**src/rtl/mips_mc_if.sv**
```systemverilog
// Shared memory-port handshake between the multicycle controller and memory.
// The controller is the master: it raises a request and selects the address
// source; memory answers with mem_ready in the same cycle it completes.
interface mips_mc_if;
    logic mem_req;       // memory request
    logic mem_we;        // request is a write
    logic mem_addr_sel;  // 0: PC, 1: ALU result
    logic mem_ready;     // acknowledge, completes the transfer this cycle

    modport master (
        output mem_req,
        output mem_we,
        output mem_addr_sel,
        input  mem_ready
    );

    modport slave (
        input  mem_req,
        input  mem_we,
        input  mem_addr_sel,
        output mem_ready
    );
endinterface

```
**src/rtl/mips_mc_control.sv**
```systemverilog
// Multicycle sequencing controller for the MIPS datapath.
// Steps each instruction through FETCH, DECODE, EXEC, MEM and WB, arbitrates
// the single memory port, gates the datapath write strobes, counts retired
// instructions and stops in HALT on an illegal instruction or a memory timeout.
// Outputs are combinational from the state register and the inputs; every
// strobe is held low while reset is high so an interrupted instruction leaves
// no trace.
module mips_mc_control #(
    parameter int unsigned MEM_TIMEOUT = 255,
    parameter int unsigned CNT_W       = 32
) (
    input  logic             clk,
    input  logic             reset,
    input  logic             writeenable,
    input  logic             except,
    input  logic [1:0]       control_type,
    input  logic             mem_read,
    input  logic             word_we,
    input  logic             byte_we,
    input  logic             addm,
    mips_mc_if.master        mem,
    output logic             ir_we,
    output logic             mdr_we,
    output logic             rf_we,
    output logic             pc_we,
    output logic             addm_sel,
    output logic             halted,
    output logic             bus_error,
    output logic [2:0]       state,
    output logic [CNT_W-1:0] retired
);

    localparam int unsigned WAIT_W = $clog2(MEM_TIMEOUT + 1);

    typedef enum logic [2:0] {
        ST_FETCH  = 3'd0,
        ST_DECODE = 3'd1,
        ST_EXEC   = 3'd2,
        ST_MEM    = 3'd3,
        ST_WB     = 3'd4,
        ST_HALT   = 3'd5
    } state_t;

    state_t             state_r;
    state_t             state_next_s;
    logic [WAIT_W-1:0]  wait_cnt_r;
    logic [CNT_W-1:0]   retired_r;
    logic               halted_r;
    logic               bus_error_r;

    logic               mem_req_s;
    logic               mem_we_s;
    logic               mem_addr_sel_s;
    logic               ir_we_s;
    logic               mdr_we_s;
    logic               rf_we_s;
    logic               pc_we_s;
    logic               addm_sel_s;
    logic               at_limit_s;
    logic               timeout_s;
    logic               mem_op_s;
    logic               store_s;

    // The decoder never flags a memory class on a branch or jump, so a
    // control transfer always takes the single-cycle ALU path.
    assign mem_op_s   = (control_type == 2'd0) & (mem_read | word_we | byte_we | addm);
    assign store_s    = word_we | byte_we;
    // The current cycle is the last wait the request is allowed.
    assign at_limit_s = (wait_cnt_r == WAIT_W'(MEM_TIMEOUT - 1));
    assign timeout_s  = mem_req_s & ~mem.mem_ready & at_limit_s;

    // Next-state and strobe decode from the current state and decoder flags.
    always_comb begin
        state_next_s   = state_r;
        mem_req_s      = 1'b0;
        mem_we_s       = 1'b0;
        mem_addr_sel_s = 1'b0;
        ir_we_s        = 1'b0;
        mdr_we_s       = 1'b0;
        rf_we_s        = 1'b0;
        pc_we_s        = 1'b0;
        addm_sel_s     = 1'b0;
        case (state_r)
            ST_FETCH: begin
                mem_req_s = 1'b1;
                if (mem.mem_ready) begin
                    ir_we_s      = 1'b1;
                    state_next_s = ST_DECODE;
                end else if (at_limit_s) begin
                    state_next_s = ST_HALT;
                end else begin
                    state_next_s = ST_FETCH;
                end
            end
            ST_DECODE: begin
                if (except) begin
                    state_next_s = ST_HALT;
                end else begin
                    state_next_s = ST_EXEC;
                end
            end
            ST_EXEC: begin
                if (mem_op_s) begin
                    state_next_s = ST_MEM;
                end else begin
                    rf_we_s      = writeenable;
                    pc_we_s      = 1'b1;
                    state_next_s = ST_FETCH;
                end
            end
            ST_MEM: begin
                mem_req_s      = 1'b1;
                mem_addr_sel_s = 1'b1;
                mem_we_s       = store_s;
                if (mem.mem_ready) begin
                    if (store_s) begin
                        pc_we_s      = 1'b1;
                        state_next_s = ST_FETCH;
                    end else begin
                        mdr_we_s     = 1'b1;
                        state_next_s = ST_WB;
                    end
                end else if (at_limit_s) begin
                    state_next_s = ST_HALT;
                end else begin
                    state_next_s = ST_MEM;
                end
            end
            ST_WB: begin
                rf_we_s      = writeenable;
                addm_sel_s   = addm;
                pc_we_s      = 1'b1;
                state_next_s = ST_FETCH;
            end
            ST_HALT: begin
                state_next_s = ST_HALT;
            end
            default: begin
                state_next_s = ST_HALT;
            end
        endcase
    end

    // State, wait counter, retired counter and sticky halt/error flags.
    always_ff @(posedge clk) begin
        if (reset) begin
            state_r     <= ST_FETCH;
            wait_cnt_r  <= '0;
            retired_r   <= '0;
            halted_r    <= 1'b0;
            bus_error_r <= 1'b0;
        end else begin
            state_r <= state_next_s;
            // Any cycle without an outstanding wait clears the counter, so it
            // is always zero on entry to FETCH or MEM.
            if (mem_req_s && !mem.mem_ready) begin
                wait_cnt_r <= wait_cnt_r + WAIT_W'(1);
            end else begin
                wait_cnt_r <= '0;
            end
            if (pc_we_s) begin
                retired_r <= retired_r + CNT_W'(1);
            end else begin
                retired_r <= retired_r;
            end
            if (state_next_s == ST_HALT) begin
                halted_r <= 1'b1;
            end else begin
                halted_r <= halted_r;
            end
            if (timeout_s) begin
                bus_error_r <= 1'b1;
            end else begin
                bus_error_r <= bus_error_r;
            end
        end
    end

    // Strobes are suppressed while reset is asserted.
    assign mem.mem_req      = mem_req_s      & ~reset;
    assign mem.mem_we       = mem_we_s       & ~reset;
    assign mem.mem_addr_sel = mem_addr_sel_s & ~reset;
    assign ir_we            = ir_we_s        & ~reset;
    assign mdr_we           = mdr_we_s       & ~reset;
    assign rf_we            = rf_we_s        & ~reset;
    assign pc_we            = pc_we_s        & ~reset;
    assign addm_sel         = addm_sel_s     & ~reset;

    assign halted    = halted_r;
    assign bus_error = bus_error_r;
    assign state     = state_r;
    assign retired   = retired_r;

endmodule

```
**src/flat_wrapper.sv**
```systemverilog
// flat-port wrapper written by rule: the top's interface ports become plain ports
module mips_mc_control_flat 
#(
    parameter int unsigned MEM_TIMEOUT = 255,
    parameter int unsigned CNT_W       = 32
)
  (clk, reset, writeenable, except, control_type, mem_read, word_we, byte_we, addm, ir_we, mdr_we, rf_we, pc_we, addm_sel, halted, bus_error, state, retired, mem_mem_req, mem_mem_we, mem_mem_addr_sel, mem_mem_ready);
  mips_mc_if mem_i ();
  input  logic clk;
  input  logic reset;
  input  logic writeenable;
  input  logic except;
  input  logic [1:0] control_type;
  input  logic mem_read;
  input  logic word_we;
  input  logic byte_we;
  input  logic addm;
  output logic ir_we;
  output logic mdr_we;
  output logic rf_we;
  output logic pc_we;
  output logic addm_sel;
  output logic halted;
  output logic bus_error;
  output logic [2:0] state;
  output logic [CNT_W-1:0] retired;
  output wire logic [$bits(mem_i.mem_req)-1:0] mem_mem_req;
  output wire logic [$bits(mem_i.mem_we)-1:0] mem_mem_we;
  output wire logic [$bits(mem_i.mem_addr_sel)-1:0] mem_mem_addr_sel;
  input wire logic [$bits(mem_i.mem_ready)-1:0] mem_mem_ready;
  assign mem_mem_req = mem_i.mem_req;
  assign mem_mem_we = mem_i.mem_we;
  assign mem_mem_addr_sel = mem_i.mem_addr_sel;
  assign mem_i.mem_ready = mem_mem_ready;
  mips_mc_control #(.MEM_TIMEOUT(MEM_TIMEOUT), .CNT_W(CNT_W)) u_core (.clk(clk), .reset(reset), .writeenable(writeenable), .except(except), .control_type(control_type), .mem_read(mem_read), .word_we(word_we), .byte_we(byte_we), .addm(addm), .mem(mem_i), .ir_we(ir_we), .mdr_we(mdr_we), .rf_we(rf_we), .pc_we(pc_we), .addm_sel(addm_sel), .halted(halted), .bus_error(bus_error), .state(state), .retired(retired));
endmodule
```
**config.mk**
```make
export PLATFORM = sky130hd
export DESIGN_NAME = mips_mc_control_flat
export DESIGN_NICKNAME = d
export VERILOG_FILES = /design/src/rtl/mips_mc_if.sv /design/src/rtl/mips_mc_control.sv /design/src/flat_wrapper.sv
export SDC_FILE = /design/constraint.sdc
export NUM_CORES = 1
export LEC_CHECK = 0
export ABC_AREA = 1
export CAP_MARGIN = 20
export CORE_MARGIN = 1.5
export CORE_UTILIZATION = 48
export CTS_BUF_LIST = sky130_fd_sc_hd__clkbuf_16
export CTS_CLUSTER_DIAMETER = 60
export DETAILED_ROUTE_END_ITERATION = 12
export GPL_TIMING_DRIVEN = 1
export PLACE_DENSITY = 0.84
export SLEW_MARGIN = 0
export SYNTH_ARGS = -nofsm -noshare
export SYNTH_HDL_FRONTEND = slang
export SYNTH_SLANG_ARGS = --single-unit
```
**constraint.sdc**
```tcl
create_clock -name clk -period 4.14 [get_ports clk]
set_input_delay 1.242 -clock clk [delete_from_list [all_inputs] [get_ports clk]]
set_output_delay 1.242 -clock clk [all_outputs]
set_load 0.1 [all_outputs]
```
==> results of run 1 <==
final cells by class:
| type | instances | share of cell area [%] |
|---|---|---|
| tap | 72 | 2.54 |
| inverter | 41 | 4.33 |
| sequential | 45 | 25.4 |
| multi-input combinational | 334 | 44.2 |
| clock inverter | 3 | 1.30 |
| timing repair buffer | 60 | 18.8 |
| clock buffer | 5 | 3.52 |
where the power goes:
group | internal, mW | total (mW) | switching [mW] | leakage [nW]
registers | 0.438 | 0.445 | 0.00683 | 0.363
clock network | 0.286 | 0.460 | 0.174 | 0.0800
logic | 0.0415 | 0.143 | 0.101 | 0.835
synthesized netlist by cell type:
library cell	count	share of area (%)
xor2_1	6	2.0
nor3_1	6	1.1
buf_2	1	0.19
a31oi_1	1	0.23
nand2_4	1	0.42
nand4_1	5	1.2
a21oi_1	34	6.3
nor2_1	81	11
nor3b_1	2	0.56
and2_1	1	0.23
o22ai_1	1	0.23
nand3_1	28	5.2
inv_2	1	0.14
inv_1	40	5.6
o21bai_1	1	0.28
nand2_2	1	0.23
o21ai_0	6	1.1
dfxtp_1	45	34
nor2_4	1	0.42
nor3_4	2	1.2
ha_1	3	1.4
nand3_4	1	0.65
nor2_2	5	1.2
xnor2_1	4	1.3
buf_4	2	0.56
nand2_1	137	19
and3_1	1	0.23
nor3_2	2	0.75
buf_6	3	1.3
nand3b_1	2	0.56
clkbuf_1	5	0.70
a21oi_2	2	0.65
metal layers:
metal,vias up,wire [um],GRT usage [%]
met5,-,0,0
met2,101,3380,42.2
met1,1298,2790,27.0
met4,0,157,10.9
li1,1463,-,-
met3,18,487,5.53
flip-flops by register name, summed over array words and instances (netlist names):
signal             count
u_core.wait_cnt_r      8
u_core.state           3
u_core.retired        32
u_core.bus_error       1
u_core.halted          1
critical path: stages:
cell             delay [ns]
clkdlybuf4s50_1        0.40
nor2_1                 0.28
nand2_1                0.08
nand2_1                0.08
nand2_1                0.11
nand2_4                0.10
inv_2                  0.04
nor2_2                 0.15
buf_12                 0.20
final timing paths:
kind | from | endpoint | cells past startpoint
worst max-delay path | word_we | pc_we | 9
worst min-delay path | u_core.wait_cnt_r[0] | u_core.wait_cnt_r[0] | 1
worst max register to register | u_core.state[1] | u_core.retired[10] | 8
worst min register to register | u_core.wait_cnt_r[0] | u_core.wait_cnt_r[0] | 1
metrics by stage:
stage / util, % / setup WS, ns
2_1_floorplan: - / -0.615
3_3_place_gp: 62.2 / 0.215
3_5_place_dp: 62.2 / 0.178
4_1_cts: 65.3 / 0.178
5_1_grt: 65.3 / 0.0574
6_report: 65.3 / 0.198
cell usage in the layout, fill, tap and decap left out, types with 2 or more instances in the layout:
| master | netlist | layout |
|---|---|---|
| a21oi_1 | 34 | 33 |
| a21oi_2 | 2 | 3 |
| buf_12 | 0 | 8 |
| buf_4 | 2 | 5 |
| clkbuf_16 | 0 | 5 |
| clkdlybuf4s50_1 | 0 | 47 |
| dfxtp_1 | 45 | 45 |
| ha_1 | 3 | 3 |
| inv_1 | 40 | 40 |
| nand2_1 | 137 | 137 |
| nand3_1 | 28 | 28 |
| nand3b_1 | 2 | 2 |
| nand4_1 | 5 | 5 |
| nor2_1 | 81 | 77 |
| nor2_2 | 5 | 9 |
| nor3_1 | 6 | 6 |
| nor3_2 | 2 | 2 |
| nor3_4 | 2 | 2 |
| nor3b_1 | 2 | 2 |
| o21ai_0 | 6 | 6 |
| xnor2_1 | 4 | 4 |
| xor2_1 | 6 | 6 |
cells by family after synthesis:
| group | Yosys count |
|---|---|
| adders and majority gates | 3 |
| and+or+nand+nor | 276 |
| AOI/OAI and AO/OA | 45 |
| DFF | 45 |
| xor gates and xnor gates | 10 |
| buffers and inverters | 52 |
==> impl_metrics.tcl, run 1 <==
set metrics [dict create \
    dp_hpwl_um 5090 \
    wl_per_cell_um 12.2 \
    worst_pin_slew_ns 0.995 \
    arrival_ns 2.70 \
    hold_class "register to register" \
    row_count 27 \
    cp.required_ns 2.90 \
    rsz0062_at_grt "false" \
    core_area_sq_um 5440 \
    die_h_um 77.8 \
    start_util_pct 49.3 \
    synth_top_family_by_area "simple AND/OR/NAND/NOR gates" \
    r2r_slack_ns 2.36 \
    routed_wl_um 6810 \
    power_mw 1.05 \
    drive_gt1_share_pct 8.61 \
    synth_cell_types 32 \
    finalHoldViolations 0 \
    numCtsBuffers 5 \
    grt_first_pass_wirelength_um 11500 \
    hold_ws_ns 0.465 \
    design.portCount 56 \
    yosys.area_share.simple_pct 44.4 \
    final_area_sq_um 3550 \
    cts_setup_buffers 0 \
    die_w_um 77.8 \
    p_per_area_nw_per_um2 295 \
    num_vias 2880 \
    grt_util_all_layers_pct 23.9 \
    dr.first_iter.drc_count 187 \
    drc 0 \
    synth_compound_area_share_pct 8.86 \
    synth_warnings 0 \
    synth_xor_area_share_pct 3.26 \
    cts_tree "yes" \
    fp.dieArea_sq_um 6050 \
    h-tree-depth 2 \
    antenna_found_initial 0 \
    synth_area_sq_um 2680 \
    status "finished, final reports clean" \
    viasPerCell 5.14 \
    setup_viol 0 \
    cts.sinks 45 \
    max_cap_violations 0 \
    placed_cells 552 \
    tns_ns 0 \
    cp-start-kind "primary input" \
    root_buffer "clkbuf_16" \
    cts_resized 0 \
    globalplace.congestion 0.851 \
    nets 501 \
    gr-total-overflow 0 \
    fin_cells 560 \
    yosysSeqAreaShare_pct 33.6 \
    syn_nets 445 \
    postRouteAntennaNets 0 \
    clk-insertion-delay-late_ns 0.29 \
    path_max_fanout 4 \
    fin_crit_ns 3.94 \
    grt_max_degree 49 \
    cts.reportedPaths.clkPinSlew_ns 0.06 \
    syn_inst 431 \
    fin_skew_ns 0.00497 \
    ctsHoldBuffers 0 \
    n_antenna_cell 0 \
    cp-end-kind "output port" \
    clock.fmax_mhz 254 \
    port-buffer-count 55 \
    crit_type "primary input to output port" \
    cts_buffer_depth 2 \
    synthAdderAreaFrac_pct 1.40 \
    fin_crit_sh_pct 95.2 \
    max-slew-margin-rel_pct 33.4 \
    first_pass_iters 5 \
    seq_area_sq_um 901 \
    ir_drop_mv 0.211 \
    nFillCells 486 \
    syn_to_final_growth_pct 32.5 \
    avgSynthCellArea_sq_um 6.22 \
    post_dp_cell_area_sq_um 3380 \
    multi_input_area_sq_um 1570 \
    synth_seq_cells 45 \
    slew_viol_final 0 \
    grt_pass1_vias 2682 \
    power.leakage_nw 1.28 \
    muxShareOfSynthArea_pct 0 \
]
Power figures use the tool's default switching activity.
==> inputs of run 2 (changes only) <==
--- a/config.mk
+++ b/config.mk
@@ -13,6 +13,7 @@
 export CTS_CLUSTER_DIAMETER = 60
 export DETAILED_ROUTE_END_ITERATION = 12
 export GPL_TIMING_DRIVEN = 1
+export MAX_ROUTING_LAYER = met4
 export PLACE_DENSITY = 0.84
 export SLEW_MARGIN = 0
 export SYNTH_ARGS = -nofsm -noshare
==> impl_metrics.tcl, run 2 (synthesis results as in run 1) <==
set metrics [dict create \
    n_antenna_cell 0 \
    clock.fmax_mhz 256 \
    cts_tree "yes" \
    grt_busiest_layer "met2" \
    syn_to_final_growth_pct 31.2 \
    ctsHoldBuffers 0 \
    r2r-start "u_core.state[0]" \
    nets 501 \
    routed_wl_um 6700 \
    r2r_cells 8 \
    core_area_sq_um 5440 \
    power.leakage_nw 1.27 \
    h-tree-depth 2 \
    fin_skew_ns 0.00580 \
    p_per_area_nw_per_um2 275 \
    status "finished, final reports clean" \
    final_cell_mix "nand2_1, nor2_1, clkdlybuf4s50_1, dfxtp_1, inv_1" \
    fin_crit_ns 3.90 \
    hold_depth 1 \
    drive_gt1_share_pct 8.20 \
    design.portCount 56 \
    final_common_cell "nand2_1" \
    wl_per_cell_um 12.0 \
    dr.first_iter.drc_count 136 \
    hold_class "register to register" \
    path_max_fanout 4 \
    viasPerCell 5.02 \
    grt_use_met1_pct 25.9 \
    largest_reg_flops 32 \
    cp-start-kind "primary input" \
    grt_util_all_layers_pct 23.6 \
    fin_ws_ns 0.240 \
    cp.required_ns 2.90 \
    first_pass_iters 4 \
    start_util_pct 49.3 \
    crit_type "primary input to output port" \
    placed_cells 552 \
    rsz0062_at_grt "false" \
    max_cap_violations 0 \
    cts_buffer_depth 2 \
    worst_pin_slew_ns 0.985 \
    antenna_found_initial 0 \
    fin_crit_sh_pct 94.2 \
    numCtsBuffers 5 \
    cts.sinks 45 \
    cts.reportedPaths.clkPinSlew_ns 0.06 \
    postRouteAntennaNets 0 \
    max-slew-margin-rel_pct 34.1 \
    globalplace.congestion 0.893 \
    grt_pass1_vias 2572 \
    dp_hpwl_um 5160 \
    fin_cells 560 \
    fp.dieArea_sq_um 6050 \
    arrival_ns 2.66 \
    gr-total-overflow 0 \
    grtUsageMet3_pct 4.94 \
    die_w_um 77.8 \
    grt_first_pass_wirelength_um 11100 \
    num_vias 2811 \
    timing.critical_path.from "word_we" \
    finalHoldViolations 0 \
    grt_use_met2_pct 42.1 \
    ir_drop_mv 0.261 \
    cts_setup_buffers 0 \
    min_from "u_core.wait_cnt_r[0]" \
    port-buffer-count 55 \
    grt_max_degree 49 \
    clk-insertion-delay-late_ns 0.29 \
    setup_viol 0 \
    hold_ws_ns 0.463 \
    root_buffer "clkbuf_16" \
    slew_viol_final 0 \
    drc 0 \
    dpl_worst_slack_ns 0.215 \
    cp-end-kind "output port" \
    die_h_um 77.8 \
    cts_resized 0 \
    row_count 27 \
]
==> run 2: cell types whose count changed in the layout (fill, tap and decap cells not counted), sizes merged <==
cell / delta
clkinv: +2
clkinvlp: -1
bufinv: -1
==> run 2: final timing paths <==
kind / slack, ns / endpoint
min: 0.46 / u_core.wait_cnt_r[0]
min reg2reg: 0.46 / u_core.wait_cnt_r[0]
max reg2reg: 2.33 / u_core.retired[10]
max: 0.24 / pc_we
==> run 2: worst max-delay path, stage by stage <==
cell             delay [ns]
clkdlybuf4s50_1        0.40
nor2_1                 0.25
nand2_1                0.08
nand2_1                0.08
nand2_1                0.11
nand2_4                0.10
inv_2                  0.04
nor2_2                 0.15
buf_12                 0.20
==> run 2: layout make-up <==
| cell class | count | area, sq um |
|---|---|---|
| flip-flops and latches | 45 | 901 |
| multi-input cells | 334 | 1570 |
| inverters | 41 | 154 |
| clock buffers | 5 | 125 |
| fillers | 501 | 1920 |
| repair buffers | 60 | 668 |
| well taps | 72 | 90.1 |
| clock inverters | 3 | 12.5 |
==> run 2: power breakdown <==
group / leakage (nW) / switching [mW] / internal [mW]
clock network: 0.0687 / 0.160 / 0.218
logic: 0.835 / 0.101 / 0.0415
registers: 0.363 / 0.00688 / 0.438
==> run 2: routing by layer <==
metal | share of wire (%) | vias up
li1 | - | 1470
met1 | 44 | 1269
met2 | 51 | 64
met3 | 4.1 | 8
met4 | 1.4 | 0
met5 | 0 | -
==> run 2: metrics by stage <==
| stage | total power, mW | setup TNS (ns) | util (%) | instance area (sq um) |
|---|---|---|---|---|
| after global routing | 1.00 | 0 | 64.7 | 3520 |
| final | 0.966 | 0 | 64.7 | 3520 |
| after detailed placement | 0.597 | 0 | 62.2 | 3380 |
| after floorplan | 0.557 | -1.23 | - | 2700 |
| after global placement | 0.595 | 0 | 62.2 | 3380 |
| after CTS | 0.976 | 0 | 64.7 | 3520 |
==> patch 1 (flow settings as in run 1) <==
Reset style: asynchronous (`reset`), changed in one clocked block.
--- a/src/rtl/mips_mc_control.sv
+++ b/src/rtl/mips_mc_control.sv
@@ -142,7 +142,7 @@
     end
 
     // State, wait counter, retired counter and sticky halt/error flags.
-    always_ff @(posedge clk) begin
+    always_ff @(posedge clk or posedge reset) begin
         if (reset) begin
             state_r     <= ST_FETCH;
             wait_cnt_r  <= '0;
Formal check against the unedited RTL: differs if reset is asserted again (counterexample within 4 cycles, from zero or initial values and one cycle with reset high); with reset held inactive, the same outputs for 10 cycles.
==> patch 1 against run 1 <==
Sequential cell count unchanged; synthesized cell count fell by 4.4%; worst setup slack improved by 0.079 ns; clock skew shrank 0.0030 ns; critical endpoint unchanged; wire length shrank 2.6%; synthesized area increased by 4.3%; cell area increased by 2.8%.
Power is not compared: it rests on default switching activity, and its combinational part moved more than twofold at a synthesized area within 25%.
==> patch 1: results (changes against run 1) <==
Unique masters post-synth 28 (-13%); via density per instance 5.05 (-1.8%); R2R Path Start u_core.state[2]; post-CTS resize count 0 (unchanged); Tot GR Track Use 22.8% (-1.1 points); DP Wirelength 5080 µm (-0.11%); router iterations before antenna repair 4 (-1); pre-CTS setup slack 0.288 ns (+0.110 ns); Synth Flop Type dfrtp_1; metal3 WL 259 µm (-47%); Worst Hold Endpoint u_core.halted; Final #Nets 485 (-3.2%); crit-path max cell delay 0.42 ns (+0.02 ns); compound-gate portion of the synthesized area 3.84% (-5.0 points); Final WS setup 0.277 ns (+0.0794 ns); global-route wire length before repair 11300 µm (-2.5%); Layout fillers 458 (-5.8%); adder-cell share of the synthesized area 1.34% (-0.058 points); WP data arrival 2.62 ns (-0.08 ns); post-synthesis sequential area ratio 40.2% (+6.7 points); reg-to-reg setup timing slack 2.41 ns (+0.05 ns); Post-synth ARST share 100% (+100 points); post-synthesis mux area share 0% (unchanged); status finished, final reports clean; GP Congestion 0.923 (+8.4%); Clock Skew 0.00202 ns (-0.00296 ns); Post-synth top cells 170 x nand2_1, 67 x nor2_1, 45 x dfrtp_1; Layout area overhead 30.5%; worst skew pair latency about 0.28 ns; top post-synthesis cells by area dfrtp_1 40%, nand2_1 23%, nor2_1 9.0%, inv_1 4.7%, nand3b_1 3.2%; worst hold stages 2 (+1); worst reg2reg path depth 7 (-1); Detailed Route Iter0 Violations 228 (+22%); xor/xnor cell area share of the yosys netlist 2.82% (-0.45 points); met2 WL 3340 µm (-1.0%); min-delay worst type reg -> reg; Routed WL 6630 µm (-2.6%); Met1 Routed Length 2850 µm (+2.3%); port bufs 55 (unchanged); vias in the first global route 2683 (+0.037%); largest net degree at the start of global routing 50 (+2.0%); Final Instance Count excl. Fillers 544 (-2.9%)
==> patch 1: final cells by class <==
type                            count  share of cell area, %
Tap cell                           72                   2.47
Clock inverter                      3                  0.308
Clock buffer                        5                   3.43
Sequential cell                    45                   30.8
Inverter                           37                   3.91
Timing Repair Buffer               58                   17.9
Multi-Input combinational cell    324                   41.2
==> patch 1: power by group <==
group          internal, µW  switching (µW)  total [µW]
Combinational          10.6            15.7        26.2
Clock                   217             156         373
Sequential              440               0         440
Total                   667             172         840
==> patch 1: kinds of logic (layout without fill, tap and decap cells) <==
logic type	count (synthesis)	count (layout)
fa+ha+maj	3	3
simple gates	294	294
xor+xnor	9	9
buf+inv	43	103
compound gates	18	18
flops	45	45
==> patch 1: routing by layer <==
layer | track usage, % | vias to the layer above
met5 | 0 | -
met4 | 11.6 | 0
met3 | 4.25 | 17
met2 | 40.9 | 61
met1 | 25.5 | 1272
li1 | - | 1398
==> patch 2 (settings of run 1) <==
Made on the original files. `CNT_W` is set to 32 in 2 places; all go to 16.
--- a/src/rtl/mips_mc_control.sv
+++ b/src/rtl/mips_mc_control.sv
@@ -7,7 +7,7 @@
 // no trace.
 module mips_mc_control #(
     parameter int unsigned MEM_TIMEOUT = 255,
-    parameter int unsigned CNT_W       = 32
+    parameter int unsigned CNT_W       = 16
 ) (
     input  logic             clk,
     input  logic             reset,
--- a/src/flat_wrapper.sv
+++ b/src/flat_wrapper.sv
@@ -2,7 +2,7 @@
 module mips_mc_control_flat 
 #(
     parameter int unsigned MEM_TIMEOUT = 255,
-    parameter int unsigned CNT_W       = 32
+    parameter int unsigned CNT_W       = 16
 )
   (clk, reset, writeenable, except, control_type, mem_read, word_we, byte_we, addm, ir_we, mdr_we, rf_we, pc_we, addm_sel, halted, bus_error, state, retired, mem_mem_req, mem_mem_we, mem_mem_addr_sel, mem_mem_ready);
   mips_mc_if mem_i ();
Ports: changed (resized retired); port bits go from 56 to 40. The function was not compared with the original's and may differ.
==> patch 2 against run 1 <==
Worst setup slack improved by 0.041 ns; sequential cell count fell by 16; fmax rose by 1.1%; via count fell by 40%; total power fell by 20%; synthesized cell count fell by 42%; synthesized area fell by 39%; cell area fell by 34%; clock power fell by 13%; die area fell by 38%; wire length fell by 40%; count of clock-buffer cells in the layout did not move; first-iteration DRC count fell by 50%; clock skew rose by 0.0017 ns.
==> patch 2: results (changes against run 1) <==
router iterations before antenna repair 4 (-1); Logic inverters 26 (-37%); Worst Path Max Fanout 12 (+8); Routed WL 4080 µm (-40%); routed via count 1725 (-40%); clk tree area frac 6.98% (+2.2 points); met2 WL 2050 µm (-39%); post-synthesis sequential area ratio 35.4% (+1.8 points); seq_cells 29 (-36%); NonClk Buf Share 21.5% (+2.7 points); Final #Nets 308 (-39%); leakage 0.000862 µW (-33%); dpl cells 333 (-40%); global-route wire length before repair 6530 µm (-43%); syn nets 263 (-41%); GR Util met2 41.6% (-0.53 points); multi-input logic area 931 µm² (-41%); max reg flops 16 (-50%); GR Util met1 26.3% (-0.71 points); DP Wirelength 2890 µm (-43%); Rel. slew slack 35.1% (+1.7 points); Post-synth top cells 69 x nand2_1, 43 x nor2_1, 29 x dfxtp_1; DR top layer met4; syn_area_per_cell 6.59 µm² (+5.8%); Met1 Routed Length 1740 µm (-37%); Seq. cell area 581 µm² (-36%); Routed Antenna Nets 0 (unchanged); Final Instance Count excl. Fillers 341 (-39%); status finished, final reports clean; Unique masters post-synth 28 (-13%); Detailed Route Iter0 Violations 94 (-50%); vias in the first global route 1498 (-44%); share of cells above drive strength 1 12.2% (+3.6 points); WP data arrival 2.66 ns (-0.04 ns); Post-DP Area 2170 µm² (-36%); port bufs 39 (-29%); worst vdd ir 0.000320 V (+52%); met3 Use GR 7.14% (+1.6 points); top post-synthesis cells by area dfxtp_1 35%, nand2_1 16%, nor2_1 9.8%, a21oi_1 5.5%, nand3_1 5.2%; bufs w/o clock 43 (-28%); Layout fillers 280 (-42%); Clock Skew 0.00670 ns (+0.00173 ns)
==> patch 2: cell types whose count changed after synthesis, sizes merged, moves of 2 or more <==
| cell | delta |
|---|---|
| a21oi | -16 |
| buf | -2 |
| clkbuf | -4 |
| dfxtp | -16 |
| inv | -16 |
| nand2 | -68 |
| nand3 | -12 |
| nand4 | +3 |
| nor2 | -40 |
| nor3 | -5 |
| xor2 | -4 |
==> patch 2: logic make-up (layout without fill, tap and decap cells) <==
| logic type | count (synthesis) | after routing | share of synthesized area [%] |
|---|---|---|---|
| AOI/OAI and AO/OA | 29 | 29 | 10.3 |
| xor gates and xnor gates | 6 | 6 | 3.20 |
| adders and majority gates | 3 | 3 | 2.29 |
| buffers and inverters | 31 | 77 | 8.54 |
| DFF | 29 | 29 | 35.4 |
| and+or+nand+nor | 151 | 151 | 40.3 |
==> patch 2: through the flow <==
step | setup slack (ns) | util [%]
floorplan | 0.00744 | -
global route | 0.182 | 70.4
CTS | 0.236 | 70.4
finish | 0.239 | 70.4
global placement | 0.283 | 65.5
detailed placement | 0.244 | 65.5
==> patch 2: critical path: stages <==
cell and delay (ns):
clkdlybuf4s50_1 0.42, nor2_2 0.20, nand2_1 0.10, nand3_1 0.08
nand2_1 0.09, nand2_2 0.09, inv_2 0.10, nor2_2 0.15
buf_12 0.19
==> patch 2: final timing paths <==
path / cells after the start / endpoint / startpoint / slack (ns)
worst max-delay path: 9 / pc_we / word_we / 0.24
worst min-delay path: 2 / u_core.bus_error / u_core.bus_error / 0.45
worst max register to register: 8 / u_core.retired[7] / u_core.state[1] / 2.59
worst min register to register: 2 / u_core.bus_error / u_core.bus_error / 0.45
==> patch 2: power breakdown <==
group          internal, µW  switching (µW)
sequential              286            7.56
combinational          43.2            99.1
clock                   279             123
total                   608             229
